<file path="config.mk">
export PLATFORM = sky130hd
export DESIGN_NAME = vec_alu_sequencer_flat
export DESIGN_NICKNAME = d
export VERILOG_FILES = /design/src/rtl/vec_alu_pkg.sv /design/src/rtl/vec_alu_sequencer_if.sv /design/src/rtl/vec_lane_alu.sv /design/src/rtl/vec_alu_sequencer.sv /design/src/flat_wrapper.sv
export SDC_FILE = /design/constraint.sdc
export NUM_CORES = 1
export LEC_CHECK = 0
export ABC_CLOCK_PERIOD_IN_PS = 6500
export BUFFER_PORTS_ARGS = -buffer_cell sky130_fd_sc_hd__buf_4
export CORE_MARGIN = 3
export CORE_UTILIZATION = 48
export CTS_CLUSTER_DIAMETER = 30
export CTS_CLUSTER_SIZE = 8
export DETAILED_ROUTE_END_ITERATION = 12
export GPL_TIMING_DRIVEN = 0
export PLACE_DENSITY = 0.82
export SLEW_MARGIN = 10
export SYNTH_ARGS = -nofsm -noshare
export SYNTH_HDL_FRONTEND = slang
export SYNTH_SLANG_ARGS = --single-unit
</file>
<file path="constraint.sdc">
create_clock -name clk -period 6.5 [get_ports clk]
set_input_delay 0.975 -clock clk [delete_from_list [all_inputs] [get_ports clk]]
set_output_delay 0.975 -clock clk [all_outputs]
set_load 0.05 [all_outputs]
</file>
<file path="src/rtl/vec_alu_pkg.sv">
// Shared definitions for the vector ALU sequencer: opcodes, FSM states,
// flag bit positions and the lane fixed-point multiply helper.
package vec_alu_pkg;

  localparam logic [2:0] OP_ADD = 3'b000;
  localparam logic [2:0] OP_SUB = 3'b001;
  localparam logic [2:0] OP_MUL = 3'b010;

  localparam int FLAG_CARRY = 0;
  localparam int FLAG_ZERO  = 1;
  localparam int FLAG_NEG   = 2;
  localparam int FLAG_OVF   = 3;

  // Zero is AND-accumulated, so it starts set; the others start clear.
  localparam logic [3:0] FLAGS_INIT = 4'b0010;

  typedef enum logic [1:0] {
    ST_IDLE = 2'b00,
    ST_EXEC = 2'b01,
    ST_DONE = 2'b10
  } state_t;

  // High byte pair gives the upper 7 bits, low byte pair the upper byte of its product.
  function automatic logic [15:0] lane_mul(input logic [15:0] a, input logic [15:0] b);
    logic [15:0] hi_prod;
    logic [15:0] lo_prod;
    hi_prod = {9'd0, a[14:8]} * {9'd0, b[14:8]};
    lo_prod = {8'd0, a[7:0]} * {8'd0, b[7:0]};
    return {1'b0, hi_prod[6:0], lo_prod[15:8]};
  endfunction

endpackage

</file>
<file path="src/rtl/vec_alu_sequencer_if.sv">
// Request/response handshake bundle between a vector ALU client and the sequencer.
interface vec_alu_sequencer_if #(
  parameter int LANES = 4,
  parameter int WIDTH = 16
);
  logic                   req_valid;
  logic                   req_ready;
  logic [2:0]             req_opcode;
  logic [LANES*WIDTH-1:0] req_a;
  logic [LANES*WIDTH-1:0] req_b;
  logic                   resp_valid;
  logic                   resp_ready;
  logic [LANES*WIDTH-1:0] resp_result;
  logic [3:0]             resp_flags;
  logic                   busy;

  modport master (
    output req_valid, req_opcode, req_a, req_b, resp_ready,
    input  req_ready, resp_valid, resp_result, resp_flags, busy
  );

  modport slave (
    input  req_valid, req_opcode, req_a, req_b, resp_ready,
    output req_ready, resp_valid, resp_result, resp_flags, busy
  );
endinterface

</file>
<file path="src/rtl/vec_lane_alu.sv">
// Combinational single-lane ALU: computes one 16-bit lane result and its flags.
module vec_lane_alu
  import vec_alu_pkg::*;
(
  input  logic [2:0]  opcode,
  input  logic [15:0] a,
  input  logic [15:0] b,
  output logic [15:0] result,
  output logic [3:0]  flags
);

  // Lane operation select
  always_comb begin
    result = 16'h0000;
    case (opcode)
      OP_ADD:  result = a + b;
      OP_SUB:  result = a - b;
      OP_MUL:  result = lane_mul(a, b);
      default: result = 16'h0000;
    endcase
  end

  // Lane flag derivation
  always_comb begin
    flags             = 4'b0000;
    flags[FLAG_CARRY] = ~a[15] & ~b[15] & result[15];
    flags[FLAG_ZERO]  = (result == 16'h0000);
    flags[FLAG_NEG]   = result[15];
    flags[FLAG_OVF]   = (result > 16'h7FFF);
  end

endmodule

</file>
<file path="src/rtl/vec_alu_sequencer.sv">
// Vector ALU sequencer: latches a request, runs one lane per cycle through a
// shared lane ALU, accumulates flags and holds the response until accepted.
module vec_alu_sequencer
  import vec_alu_pkg::*;
#(
  parameter int LANES = 4,
  parameter int WIDTH = 16
)(
  input  logic               clk,
  input  logic               rst_n,
  vec_alu_sequencer_if.slave bus
);

  localparam int CW = (LANES > 1) ? $clog2(LANES) : 1;
  localparam logic [CW-1:0] LAST_LANE = CW'(LANES - 1);

  state_t                 state_r;
  state_t                 state_nxt_s;
  logic [CW-1:0]          cnt_r;
  logic [2:0]             op_r;
  logic [LANES*WIDTH-1:0] a_r;
  logic [LANES*WIDTH-1:0] b_r;
  logic [LANES*WIDTH-1:0] result_r;
  logic [3:0]             flags_r;
  logic                   req_ready_r;
  logic                   resp_valid_r;
  logic                   busy_r;
  logic [WIDTH-1:0]       lane_a_s;
  logic [WIDTH-1:0]       lane_b_s;
  logic [WIDTH-1:0]       lane_res_s;
  logic [3:0]             lane_flags_s;
  logic                   accept_s;

  assign accept_s = (state_r == ST_IDLE) && bus.req_valid;
  assign lane_a_s = a_r[int'(cnt_r)*WIDTH +: WIDTH];
  assign lane_b_s = b_r[int'(cnt_r)*WIDTH +: WIDTH];

  vec_lane_alu u_lane_alu (
    .opcode (op_r),
    .a      (lane_a_s),
    .b      (lane_b_s),
    .result (lane_res_s),
    .flags  (lane_flags_s)
  );

  // FSM state register
  always_ff @(posedge clk or negedge rst_n) begin
    if (!rst_n) begin
      state_r <= ST_IDLE;
    end else begin
      state_r <= state_nxt_s;
    end
  end

  // FSM next-state logic
  always_comb begin
    state_nxt_s = state_r;
    case (state_r)
      ST_IDLE: begin
        if (bus.req_valid) begin
          state_nxt_s = ST_EXEC;
        end else begin
          state_nxt_s = ST_IDLE;
        end
      end
      ST_EXEC: begin
        if (cnt_r == LAST_LANE) begin
          state_nxt_s = ST_DONE;
        end else begin
          state_nxt_s = ST_EXEC;
        end
      end
      ST_DONE: begin
        if (bus.resp_ready) begin
          state_nxt_s = ST_IDLE;
        end else begin
          state_nxt_s = ST_DONE;
        end
      end
      default: state_nxt_s = ST_IDLE;
    endcase
  end

  // Operand latch, lane counter, result and flag accumulation
  always_ff @(posedge clk or negedge rst_n) begin
    if (!rst_n) begin
      cnt_r    <= '0;
      op_r     <= 3'b000;
      a_r      <= '0;
      b_r      <= '0;
      result_r <= '0;
      flags_r  <= 4'b0000;
    end else if (accept_s) begin
      cnt_r    <= '0;
      op_r     <= bus.req_opcode;
      a_r      <= bus.req_a;
      b_r      <= bus.req_b;
      result_r <= '0;
      flags_r  <= FLAGS_INIT;
    end else if (state_r == ST_EXEC) begin
      result_r[int'(cnt_r)*WIDTH +: WIDTH] <= lane_res_s;
      flags_r[FLAG_CARRY] <= flags_r[FLAG_CARRY] | lane_flags_s[FLAG_CARRY];
      flags_r[FLAG_ZERO]  <= flags_r[FLAG_ZERO]  & lane_flags_s[FLAG_ZERO];
      flags_r[FLAG_NEG]   <= flags_r[FLAG_NEG]   | lane_flags_s[FLAG_NEG];
      flags_r[FLAG_OVF]   <= flags_r[FLAG_OVF]   | lane_flags_s[FLAG_OVF];
      // Counter parks on the last lane rather than wrapping.
      if (cnt_r != LAST_LANE) begin
        cnt_r <= cnt_r + CW'(1);
      end else begin
        cnt_r <= cnt_r;
      end
    end else begin
      cnt_r    <= cnt_r;
      result_r <= result_r;
      flags_r  <= flags_r;
    end
  end

  // Handshake/status outputs registered from the next state
  always_ff @(posedge clk or negedge rst_n) begin
    if (!rst_n) begin
      req_ready_r  <= 1'b1;
      resp_valid_r <= 1'b0;
      busy_r       <= 1'b0;
    end else begin
      req_ready_r  <= (state_nxt_s == ST_IDLE);
      resp_valid_r <= (state_nxt_s == ST_DONE);
      busy_r       <= (state_nxt_s != ST_IDLE);
    end
  end

  assign bus.req_ready   = req_ready_r;
  assign bus.resp_valid  = resp_valid_r;
  assign bus.busy        = busy_r;
  assign bus.resp_result = result_r;
  assign bus.resp_flags  = flags_r;

endmodule

</file>
<file path="src/flat_wrapper.sv">
// flat-port wrapper written by rule: the top's interface ports become plain ports
module vec_alu_sequencer_flat import vec_alu_pkg::*;
#(
  parameter int LANES = 4,
  parameter int WIDTH = 16
)
  (clk, rst_n, bus_req_valid, bus_req_opcode, bus_req_a, bus_req_b, bus_resp_ready, bus_req_ready, bus_resp_valid, bus_resp_result, bus_resp_flags, bus_busy);
  vec_alu_sequencer_if #(.LANES(LANES), .WIDTH(WIDTH)) bus_i ();
  input  logic clk;
  input  logic rst_n;
  input wire logic [$bits(bus_i.req_valid)-1:0] bus_req_valid;
  input wire logic [$bits(bus_i.req_opcode)-1:0] bus_req_opcode;
  input wire logic [$bits(bus_i.req_a)-1:0] bus_req_a;
  input wire logic [$bits(bus_i.req_b)-1:0] bus_req_b;
  input wire logic [$bits(bus_i.resp_ready)-1:0] bus_resp_ready;
  output wire logic [$bits(bus_i.req_ready)-1:0] bus_req_ready;
  output wire logic [$bits(bus_i.resp_valid)-1:0] bus_resp_valid;
  output wire logic [$bits(bus_i.resp_result)-1:0] bus_resp_result;
  output wire logic [$bits(bus_i.resp_flags)-1:0] bus_resp_flags;
  output wire logic [$bits(bus_i.busy)-1:0] bus_busy;
  assign bus_i.req_valid = bus_req_valid;
  assign bus_i.req_opcode = bus_req_opcode;
  assign bus_i.req_a = bus_req_a;
  assign bus_i.req_b = bus_req_b;
  assign bus_i.resp_ready = bus_resp_ready;
  assign bus_req_ready = bus_i.req_ready;
  assign bus_resp_valid = bus_i.resp_valid;
  assign bus_resp_result = bus_i.resp_result;
  assign bus_resp_flags = bus_i.resp_flags;
  assign bus_busy = bus_i.busy;
  vec_alu_sequencer #(.LANES(LANES), .WIDTH(WIDTH)) u_core (.clk(clk), .rst_n(rst_n), .bus(bus_i));
endmodule
</file>
Word-level counts from Yosys, hierarchy flattened
Cells that the tools add are included.

cells by class
  shifts and indexed selects = 4
  reduce and logical (&&, ||, !) cells = 9
  equality and inequality tests = 7
  $add $sub $neg = 4
  magnitude comparators = 1
  $mul = 2
  bitwise gates (word level) = 8
  muxes and demuxes = 13

operators by type and width
  operator                                                                   count
  64-bit two-way mux                                                         2
  64-bit by 7-bit indexed part select with 16-bit output                     2
  64-bit bitwise mux                                                         1
  16-bit by 33-bit variable shift with 64-bit output (first input constant)  1
  16-bit by 33-bit indexed part select with 64-bit output                    1
  16-bit case mux with 3 select lines                                        1
  6-bit negation with 33-bit output                                          1
  16-bit adder                                                               1
  16-bit by 15-bit > comparator with 1-bit output (second input constant)    1
  16-bit logical NOT                                                         1
  8-bit by 8-bit multiplier with 16-bit output                               1
  16-bit subtractor                                                          1
  2-bit two-way mux                                                          5
  4-bit two-way mux                                                          2
  7-bit by 7-bit multiplier with 7-bit output                                1
  2-bit equality test (second input constant)                                3
  2-bit case mux with 3 select lines                                         1
  2-bit nonzero test                                                         3
  2-bit logical NOT                                                          2
  1-bit AND                                                                  3
  3-bit by 1-bit equality test with 1-bit output (second input constant)     1
  3-bit by 2-bit equality test with 1-bit output (second input constant)     1
  3-bit logical NOT                                                          1
  1-bit OR                                                                   3
  other kinds (7)                                                            8

word-level totals
  register bits after elaboration = 206
  bits of input ports = 135
  logic and storage cells = 58

Longest topological paths before layout
Gate-level depths: netlist of the first run.

  depth in word-level cells = 7
  depth in mapped cells = 25
  gate-level depth less buffers = 20

By module
A second synthesis of the first run with hierarchy kept.

second synthesis, totals
  cell total of the unflattened synthesis = 985
  area total of the unflattened synthesis = 12,286.8 sq um

modules (own cells, without submodules)
  module             cells each  area an instance (sq um)  instances  sequential area each (sq um)
  vec_alu_sequencer  520         8,618.3                   1          5,156.2
  vec_lane_alu       465         3,668.5                   1          0.0

Least setup slack after synthesis of the first run
OpenSTA, ideal clock, no wires.

  path type = register -> register
  start = register u_core.cnt_r[0]
  end = register u_core.flags_r[1], in the netlist u_core.bus.resp_flags[1]
  clock period less this slack = 6.953 ns
  cell stages (with the launch flop) = 23
  arrival time = 6.849 ns
  setup time = 0.103 ns
  slack = -0.453 ns
  required time = 6.397 ns
  cell sequence = dfrtp_1 -> buf_6 -> buf_2 -> clkbuf_1 -> mux4_2 -> and2_1 -> fa_1 -> fa_1 -> fa_1 -> inv_1 -> fa_1 -> inv_1 -> ha_1 -> clkbuf_1 -> and3_1 -> o211ai_1 -> a31o_2 -> a31oi_2 -> xnor2_1 -> o32ai_1 -> or4_1 -> or4_1 -> o41ai_2

on the way
  cells in the longest elaborated chain, start to end = 7
  elaborated cells between the ends (all ways) = 11
  those cells by class = add/sub: 2; mul: 2; shift: 2; mux: 3; bitwise: 1; reduce/logical: 1

ends and longest elaborated chain
  item                                                                              RTL line                                          source
  start, declared                                                                   vec_alu_sequencer.sv:19                           logic [CW-1:0] cnt_r;
  start signal, assigned                                                            vec_alu_sequencer.sv:108                          cnt_r <= cnt_r + CW'(1);
  start signal, assigned                                                            vec_alu_sequencer.sv:110                          cnt_r <= cnt_r;
  start signal, assigned                                                            vec_alu_sequencer.sv:113                          cnt_r <= cnt_r;
  64-bit by 7-bit indexed part select with 16-bit output, on equally long branches  vec_alu_sequencer.sv:35, vec_alu_sequencer.sv:36
  8-bit by 8-bit multiplier with 16-bit output, or another cell as far along        vec_alu_pkg.sv:28                                 lo_prod = {8'd0, a[7:0]} * {8'd0, b[7:0]};
  16-bit case mux with 3 select lines *                                             vec_lane_alu.sv:15                                case (opcode)
  16-bit logical NOT *                                                              vec_lane_alu.sv:27                                flags[FLAG_ZERO] = (result == 16'h0000);
  1-bit AND *                                                                       vec_alu_sequencer.sv:103                          flags_r[FLAG_ZERO] <= flags_r[FLAG_ZERO] & lane_flags_s[FLAG_ZERO];
  4-bit two-way mux *                                                               vec_alu_sequencer.sv:100                          end else if (state_r == ST_EXEC) begin
  4-bit two-way mux *                                                               vec_alu_sequencer.sv:93                           end else if (accept_s) begin
  end signal, assigned by index                                                     vec_alu_sequencer.sv:102                          flags_r[FLAG_CARRY] <= flags_r[FLAG_CARRY] | lane_flags_s[FLAG_CARRY];
  end signal, assigned by index                                                     vec_alu_sequencer.sv:103
  end signal, assigned by index                                                     vec_alu_sequencer.sv:104                          flags_r[FLAG_NEG] <= flags_r[FLAG_NEG] | lane_flags_s[FLAG_NEG];
  end, declared                                                                     vec_alu_sequencer.sv:24                           logic [3:0] flags_r;

Every way passes the cells marked *; elsewhere a longest branch is shown, timed or not. The select of a mux whose other input is x is not followed.
A chain may end at the register's enable or synchronous reset.

Final worst setup path of the first run
Same ends and word-level chain as after synthesis.

==> results of run 1 <==
==> through the flow <==
stage          cell area, sq um  worst slack [ps]  hold WS (ps)  setup TNS (ps)
2_1_floorplan             12300              3.78           472               0
3_3_place_gp              14300             -1100           464           -4940
3_5_place_dp              14300             -1150           475           -6380
4_1_cts                   16100              41.6           485               0
5_1_grt                   16300              -185           508            -185
6_report                  16300             -53.6           471           -53.6
==> routing by layer <==
layer | share of wire [%] | vias up
met5 | 0 | -
met4 | 3.7 | 0
met2 | 49 | 475
met1 | 38 | 4829
met3 | 9.3 | 105
li1 | - | 4284
==> worst max-delay path: stages (launching register included) <==
cell      delay, ps
dfrtp_2         440
buf_12          150
buf_12          100
buf_12          120
mux4_2          550
buf_4           170
and2_1          180
fa_1            530
fa_1            450
fa_1            520
inv_1            80
fa_1            510
inv_1            80
ha_4            310
and3_1          150
o211ai_1        110
a31o_2          300
a31oi_4         210
xnor2_2         160
o32ai_2         110
or4_1           490
or4_4           430
o41ai_2         280
==> state kept, by name (all words and copies together) (netlist names) <==
signal,cells
u_core.op_r,3
u_core.bus.busy,1
u_core.cnt_r,2
u_core.a_r,64
u_core.bus.resp_valid,1
u_core.b_r,64
u_core.bus.resp_result,64
u_core.state_r,2
u_core.bus.req_ready,1
u_core.bus.resp_flags,4
==> repair_timing <==
item / CTS / global route
endpoints found under the setup margin: 29 / 1
pin swaps: 7 / 24
resized for setup: 37 / 20
gates cloned: 0 / 0
setup buffers: 28 / 13
==> logic make-up after synthesis <==
group                      after synthesis  share of synthesized area, %
AOI/OAI and AO/OA                      166                          9.47
xor gates and xnor gates                43                          3.07
adders and majority gates              109                          13.7
buffers and inverters                  117                          3.68
DFF                                    206                          42.0
muxes                                  165                          18.1
and+or+nand+nor                        239                          9.90
==> cells in the final DEF (no fill, tap or decap), types with 5 or more instances in the layout <==
cell / n
xor2_1: 15
nand2_1: 84
o21a_1: 6
fa_1: 42
a22o_1: 38
mux4_2: 31
o21ai_0: 48
nand3_1: 9
nor2_1: 33
buf_4: 243
nand2b_1: 7
clkbuf_8: 5
nor3_1: 10
and2_1: 48
ha_1: 63
mux2_2: 131
xnor2_1: 27
a21o_1: 11
bufinv_16: 5
clkbuf_16: 44
nor2b_1: 6
dfrtp_1: 204
and2_4: 7
clkinv_2: 6
buf_12: 5
a21oi_1: 17
clkbuf_1: 40
inv_1: 72
==> worst max path at each step <==
stage | depth (start not counted) | endpoint | start
final | 22 | u_core.bus.resp_flags[1]$_DFFE_PN0P_ | u_core.cnt_r[0]$_DFFE_PN0P_
after global routing | 22 | u_core.bus.resp_flags[1]$_DFFE_PN0P_ | u_core.cnt_r[0]$_DFFE_PN0P_
after CTS | 22 | u_core.bus.resp_flags[1]$_DFFE_PN0P_ | u_core.cnt_r[0]$_DFFE_PN0P_
after detailed placement | 22 | u_core.bus.resp_flags[1]$_DFFE_PN0P_ | u_core.cnt_r[1]$_DFFE_PN0P_
after global placement | 22 | u_core.bus.resp_flags[1]$_DFFE_PN0P_ | u_core.cnt_r[1]$_DFFE_PN0P_
after floorplan | 23 | u_core.bus.resp_flags[1]$_DFFE_PN0P_ | u_core.cnt_r[1]$_DFFE_PN0P_
==> final cells by class <==
class,count,area share [%]
Multi-Input combinational cell,722,42.0
Sequential cell,206,31.7
Timing Repair Buffer,247,11.7
Clock buffer,57,7.11
Tap cell,324,2.49
Buffer,39,1.74
Inverter,74,1.72
Clock inverter,18,1.64
==> run_results.csv, run 1 <==
group,metric,value,unit
yosys,yosysTopAreaCellShare,41.8,%
sta,rsz0062_at_grt,"yes",
yosys,dominantRegCellSynth,"dfrtp_1",
routing,routed_wl,36.1,mm
yosys,yosysTopAreaCell,"dfrtp_1",
setup_path,crit_fanout,7,
clock_network,h-tree-depth,2,
clock_network,clock-sinks,206,
sta,final-setup-viol-count,1,
routing,vias_per_cell,5.75,
global_route,grt_antenna_before_repair,0,
yosys,synth_edf_count,0,
setup_path,crit_type,"flip-flop to flip-flop",
finish,n_fill_cell,1703,
global_route,grtUsageMet3,7.43,%
clock_network,hold_buffers,0,
finish,final_nets,1576,
routing,drt_pass1_iterations,8,
setup_path,worstPathRequired,6920,ps
finish,final_cells,1687,
global_route,grt_max_degree,108,
floorplan,dieArea,27500,sq um
routing,ant_nets,0,
finish,multi_input_area,6840,sq um
clock_network,clk_latency,540,ps
clock_network,cts_buffers,42,
finish,area_growth,32.7,%
yosys,syn_nets,1289,
yosys,post-synth-top-count-cell,"dfrtp_1",
global_route,grt-ovfl-total,0,
setup_path,critPathCaptureType,"flip-flop",
outcome,violations,"setup timing",
routing,drt_iter0_drc,779,
finish,fin_util,65.8,%
floorplan,core-area,24700,sq um
yosys,synth_cells,1045,
finish,register_area,5160,sq um
run,maxCapViolCount,0,
global_route,met1_usage,31.5,%
yosys,synth_common_cells,"205 x dfrtp_1, 131 x mux2_2, 84 x nand2_1",
sta,clock.fmax,153,MHz
setup_path,r2r_slack,-50,ps
setup_path,regToRegEndpoint,"u_core.bus.resp_flags[1]$_DFFE_PN0P_",
yosys,ys_types,68,
min_path,hold_path.class,"input port to asynchronous set/reset pin",
sta,fin_crit_sh,101,%
clock_network,tritoncts,"yes",
global_route,grt_util_met2,43.2,%
place,hpwl,24.8,mm
place,portBuffers,205,
setup_path,critPathArrivalTime,6970,ps
sta,slew_headroom,26.5,%
clock_network,cts_buffer_depth,3,
floorplan,fp.dieW,166,um
setup_path,crit_path_start_kind,"flip-flop",
floorplan,start_util,49.6,%
sta,setup_slack,-53.6,ps
sta,fin_skew,35.3,ps
yosys,synth-seq-cells,206,
routing,wl_per_cell,21.4,um
yosys,ys_seq_area_share,42.0,%
global_route,grt_busiest_layer,"met2",
sta,drv_slew,0,
global_route,grt_pass1_vias,10278,
routing,remaining_drc_errors,0,
yosys,ys_top_cells_by_area,"dfrtp_1 42%, mux2_2 12%, fa_1 7.0%",
place,gp_congestion,0.921,
sta,hold_violations,0,
place,dp.cells,1575,
yosys,synth_area,12300,sq um
yosys,synthArstFlopShare,100,%
sta,period_needed,6550,ps
floorplan,die_height,166,um
outcome,status,"complete, but fails checks",
setup_path,reg2reg_from,"u_core.cnt_r[0]$_DFFE_PN0P_",
finish,drive_gt1_share,38.4,%
yosys,avgSynthCellArea,11.7,sq um
global_route,grt_pass1_wl,56.7,mm
routing,vias,9693,
setup_path,r2r_cells,22,
yosys,yosysWarnings,0,
clock_network,cts-root-buf,"clkbuf_16",
sta,worst_pin_slew,1100,ps
floorplan,rows,57,
global_route,grt_use_total,25.7,%
finish,antennaDiodeCount,0,
floorplan,ios,206,
clock_network,clk_pin_slew,40,ps
Power of run 1 is left out: the tool's default activity adds up to more than one toggle a clock period on the data nets, which glitch-free logic cannot reach.
==> run 2: changes to the inputs <==
--- a/config.mk
+++ b/config.mk
@@ -5,6 +5,7 @@
 export SDC_FILE = /design/constraint.sdc
 export NUM_CORES = 1
 export LEC_CHECK = 0
+export ABC_AREA = 1
 export ABC_CLOCK_PERIOD_IN_PS = 6500
 export BUFFER_PORTS_ARGS = -buffer_cell sky130_fd_sc_hd__buf_4
 export CORE_MARGIN = 3
==> run 2 against run 1 <==
  * The run now ends clean
  * Final cell count is 43% higher
  * Non-clock buffer count is 9 lower
  * Critical path depth is 4 higher
  * Highest routed layer unchanged
  * Final area is 4.0% higher
  * First-iteration DRC count is 71% higher
  * Global-route usage is 2.4 points higher
==> run_results.csv, run 2 <==
group,metric,value,unit
routing,drt_iter0_drc,1332,
clock_network,cts_buffer_depth,3,
place,hpwl,31.7,mm
routing,vias_per_cell,5.43,
place,post_dp_cell_area,15400,sq um
sta,worst_pin_slew,818,ps
yosys,synth_edf_count,0,
setup_path,regToRegEndpoint,"u_core.bus.resp_result[22]$_DFFE_PN0P_",
yosys,avgSynthCellArea,7.56,sq um
finish,final_area,16900,sq um
setup_path,critPathCaptureType,"flip-flop",
routing,routed_wl,42.0,mm
finish,n_fill_cell,2308,
floorplan,fp.dieW,172,um
yosys,syn_nets,2002,
sta,tns,0,ps
finish,layout_common_cells,"678 x nand2_1, 212 x buf_4, 205 x dfrtp_1, 189 x inv_1, 107 x nor2_1",
floorplan,die_height,172,um
finish,final_nets,2254,
clock_network,clk_pin_slew,50,ps
finish,antennaDiodeCount,0,
yosys,ys_top_cells_by_area,"dfrtp_1 39%, nand2_1 19%, fa_1 6.5%",
yosys,ys_types,52,
yosys,synth_cells,1758,
routing,vias,13086,
yosys,synth-seq-cells,206,
sta,drv_slew,0,
yosys,synth_compound_area_share,8.55,%
sta,hold_violations,0,
routing,remaining_drc_errors,0,
min_path,hold_path.class,"flip-flop to flip-flop",
yosys,synth_top_family_by_area,"simple AND/OR/NAND/NOR gates",
run,maxCapViolCount,0,
sta,rsz0062_at_grt,"no",
clock_network,clk_latency,530,ps
min_path,hold-path-endpoint,"u_core.b_r[63]$_DFFE_PN0P_",
yosys,ys_seq_area_share,38.8,%
global_route,grt_use_total,28.1,%
setup_path,r2r_cells,26,
clock_network,h-tree-depth,2,
yosys,yosys.area_share.adder,12.7,%
place,dpl_worst_slack,-494,ps
yosys,synthArstFlopShare,100,%
global_route,grt_pass1_wl,65.7,mm
finish,fin_util,62.5,%
place,gp_congestion,0.954,
min_path,hp-start,"u_core.b_r[63]$_DFFE_PN0P_",
setup_path,worstPathRequired,6940,ps
yosys,synth_common_cells,"681 x nand2_1, 205 x dfrtp_1, 191 x inv_1",
floorplan,rows,60,
global_route,grt_antenna_before_repair,0,
setup_path,crit_path_start_kind,"flip-flop",
yosys,yosysWarnings,0,
yosys,synth_mux_area_share,0,%
floorplan,start_util,49.1,%
clock_network,tritoncts,"yes",
clock_network,cts-root-buf,"clkbuf_16",
finish,final_common_cell,"nand2_1",
finish,drive_gt1_share,18.7,%
setup_path,critical-path-max-stage-delay,550,ps
sta,fin_crit_sh,95.3,%
yosys,yosysTopAreaCellShare,38.6,%
place,portBuffers,205,
clock_network,cts_buffers,43,
yosys,yosysTopAreaCell,"dfrtp_1",
routing,ant_nets,0,
setup_path,crit_path_frequent_cell,"nor2_1",
yosys,synth_simple_gate_area_share,30.3,%
setup_path,crit_type,"flip-flop to flip-flop",
sta,clock.fmax,161,MHz
floorplan,ios,206,
routing,drt_pass1_iterations,8,
floorplan,dieArea,29700,sq um
sta,setup_slack,307,ps
sta,period_needed,6190,ps
finish,area_growth,27.4,%
setup_path,critPathSlowestCell,"fa_1",
setup_path,r2r_slack,310,ps
setup_path,critPathArrivalTime,6630,ps
setup_path,reg2reg_from,"u_core.cnt_r[1]$_DFFE_PN0P_",
sta,slew_headroom,45.5,%
global_route,grt_pass1_vias,12970,
routing,wl_per_cell,17.4,um
yosys,synth_area,13300,sq um
yosys,post-synth-top-count-cell,"nand2_1",
sta,fin_skew,18.1,ps
yosys,yosys.area_share.xor_xnor,1.19,%
sta,final-setup-viol-count,0,
yosys,dominantRegCellSynth,"dfrtp_1",
min_path,holdPathStages,2,
global_route,grt_max_degree,113,
clock_network,clock-sinks,206,
floorplan,core-area,27100,sq um
outcome,status,"completed",
setup_path,crit_fanout,11,
global_route,grt-ovfl-total,0,
run 2: changes by cell type in the layout (fill, tap and decap cells not counted), moves of 20 or more:
cell	before	now
buf_4	243	212
xnor2_1	27	3
nand3_1	9	100
o21ai_0	48	78
mux4_2	31	0
mux2_2	131	0
nor2_1	33	107
a21oi_1	17	37
and2_1	48	0
a22o_1	38	1
nand2_1	84	678
inv_1	72	189
run 2: layout make-up:
cell class / instances / area [sq um] / area share, %
Multi-Input combinational cell: 1281 / 7110 / 42.0
Sequential cell: 206 / 5160 / 30.4
Timing Repair Buffer: 210 / 1620 / 9.59
Clock buffer: 55 / 1210 / 7.16
Inverter: 201 / 764 / 4.51
Tap cell: 372 / 465 / 2.75
Buffer: 67 / 363 / 2.14
Clock inverter: 20 / 244 / 1.44
run 2: layer usage:
layer  part of all wire, %  wire, um  track usage (%)
met5                     0         0                0
met4                   4.3      1820             11.8
met3                   9.3      3920             4.87
met2                    46     19500             45.9
met1                    40     16700             37.1
run 2: worst max-delay path by stage:
stage	from	to	depth (start not counted)
global placement	u_core.cnt_r[0]$_DFFE_PN0P_	u_core.bus.resp_flags[1]$_DFFE_PN0P_	29
global route	u_core.cnt_r[0]$_DFFE_PN0P_	u_core.bus.resp_flags[1]$_DFFE_PN0P_	30
finish	u_core.cnt_r[1]$_DFFE_PN0P_	u_core.bus.resp_result[22]$_DFFE_PN0P_	26
detailed placement	u_core.cnt_r[0]$_DFFE_PN0P_	u_core.bus.resp_result[22]$_DFFE_PN0P_	26
CTS	u_core.cnt_r[1]$_DFFE_PN0P_	u_core.bus.resp_flags[1]$_DFFE_PN0P_	28
floorplan	u_core.cnt_r[0]$_DFFE_PN0P_	u_core.bus.resp_flags[1]$_DFFE_PN0P_	29
run 2: metrics by stage:
stage | hold slack [ps] | cells
floorplan | 444 | 1758
global placement | 458 | 2335
detailed placement | 467 | 2337
CTS | 479 | 2410
global route | 486 | 2412
finish | 479 | 2412
run 2: cell families (layout without fill, tap and decap cells):
family                   after synthesis  count (layout)
XOR/XNOR                              18              18
AND/OR/NAND/NOR                      961             961
buffers and inverters                271             553
AO/OA/AOI/OAI                        193             193
adder cells (fa/ha/maj)              109             109
flip-flops                           206             206
run 2: repair_timing:
item                                    CTS  global route
hold buffers                              0             0
buffers inserted                          0             3
endpoints found under the setup margin   27            22
pin swaps                                 0             3
resized for setup                         9            19
run 2: critical path, delay by kind of cell, from the launching register on:
family | cells | cell delay (ps)
compound gates | 4 | 890
simple gates | 9 | 1230
fa+ha+maj | 5 | 2350
buf+inv | 8 | 1150
flops | 1 | 440
Power of run 2 is left out for the same reason.
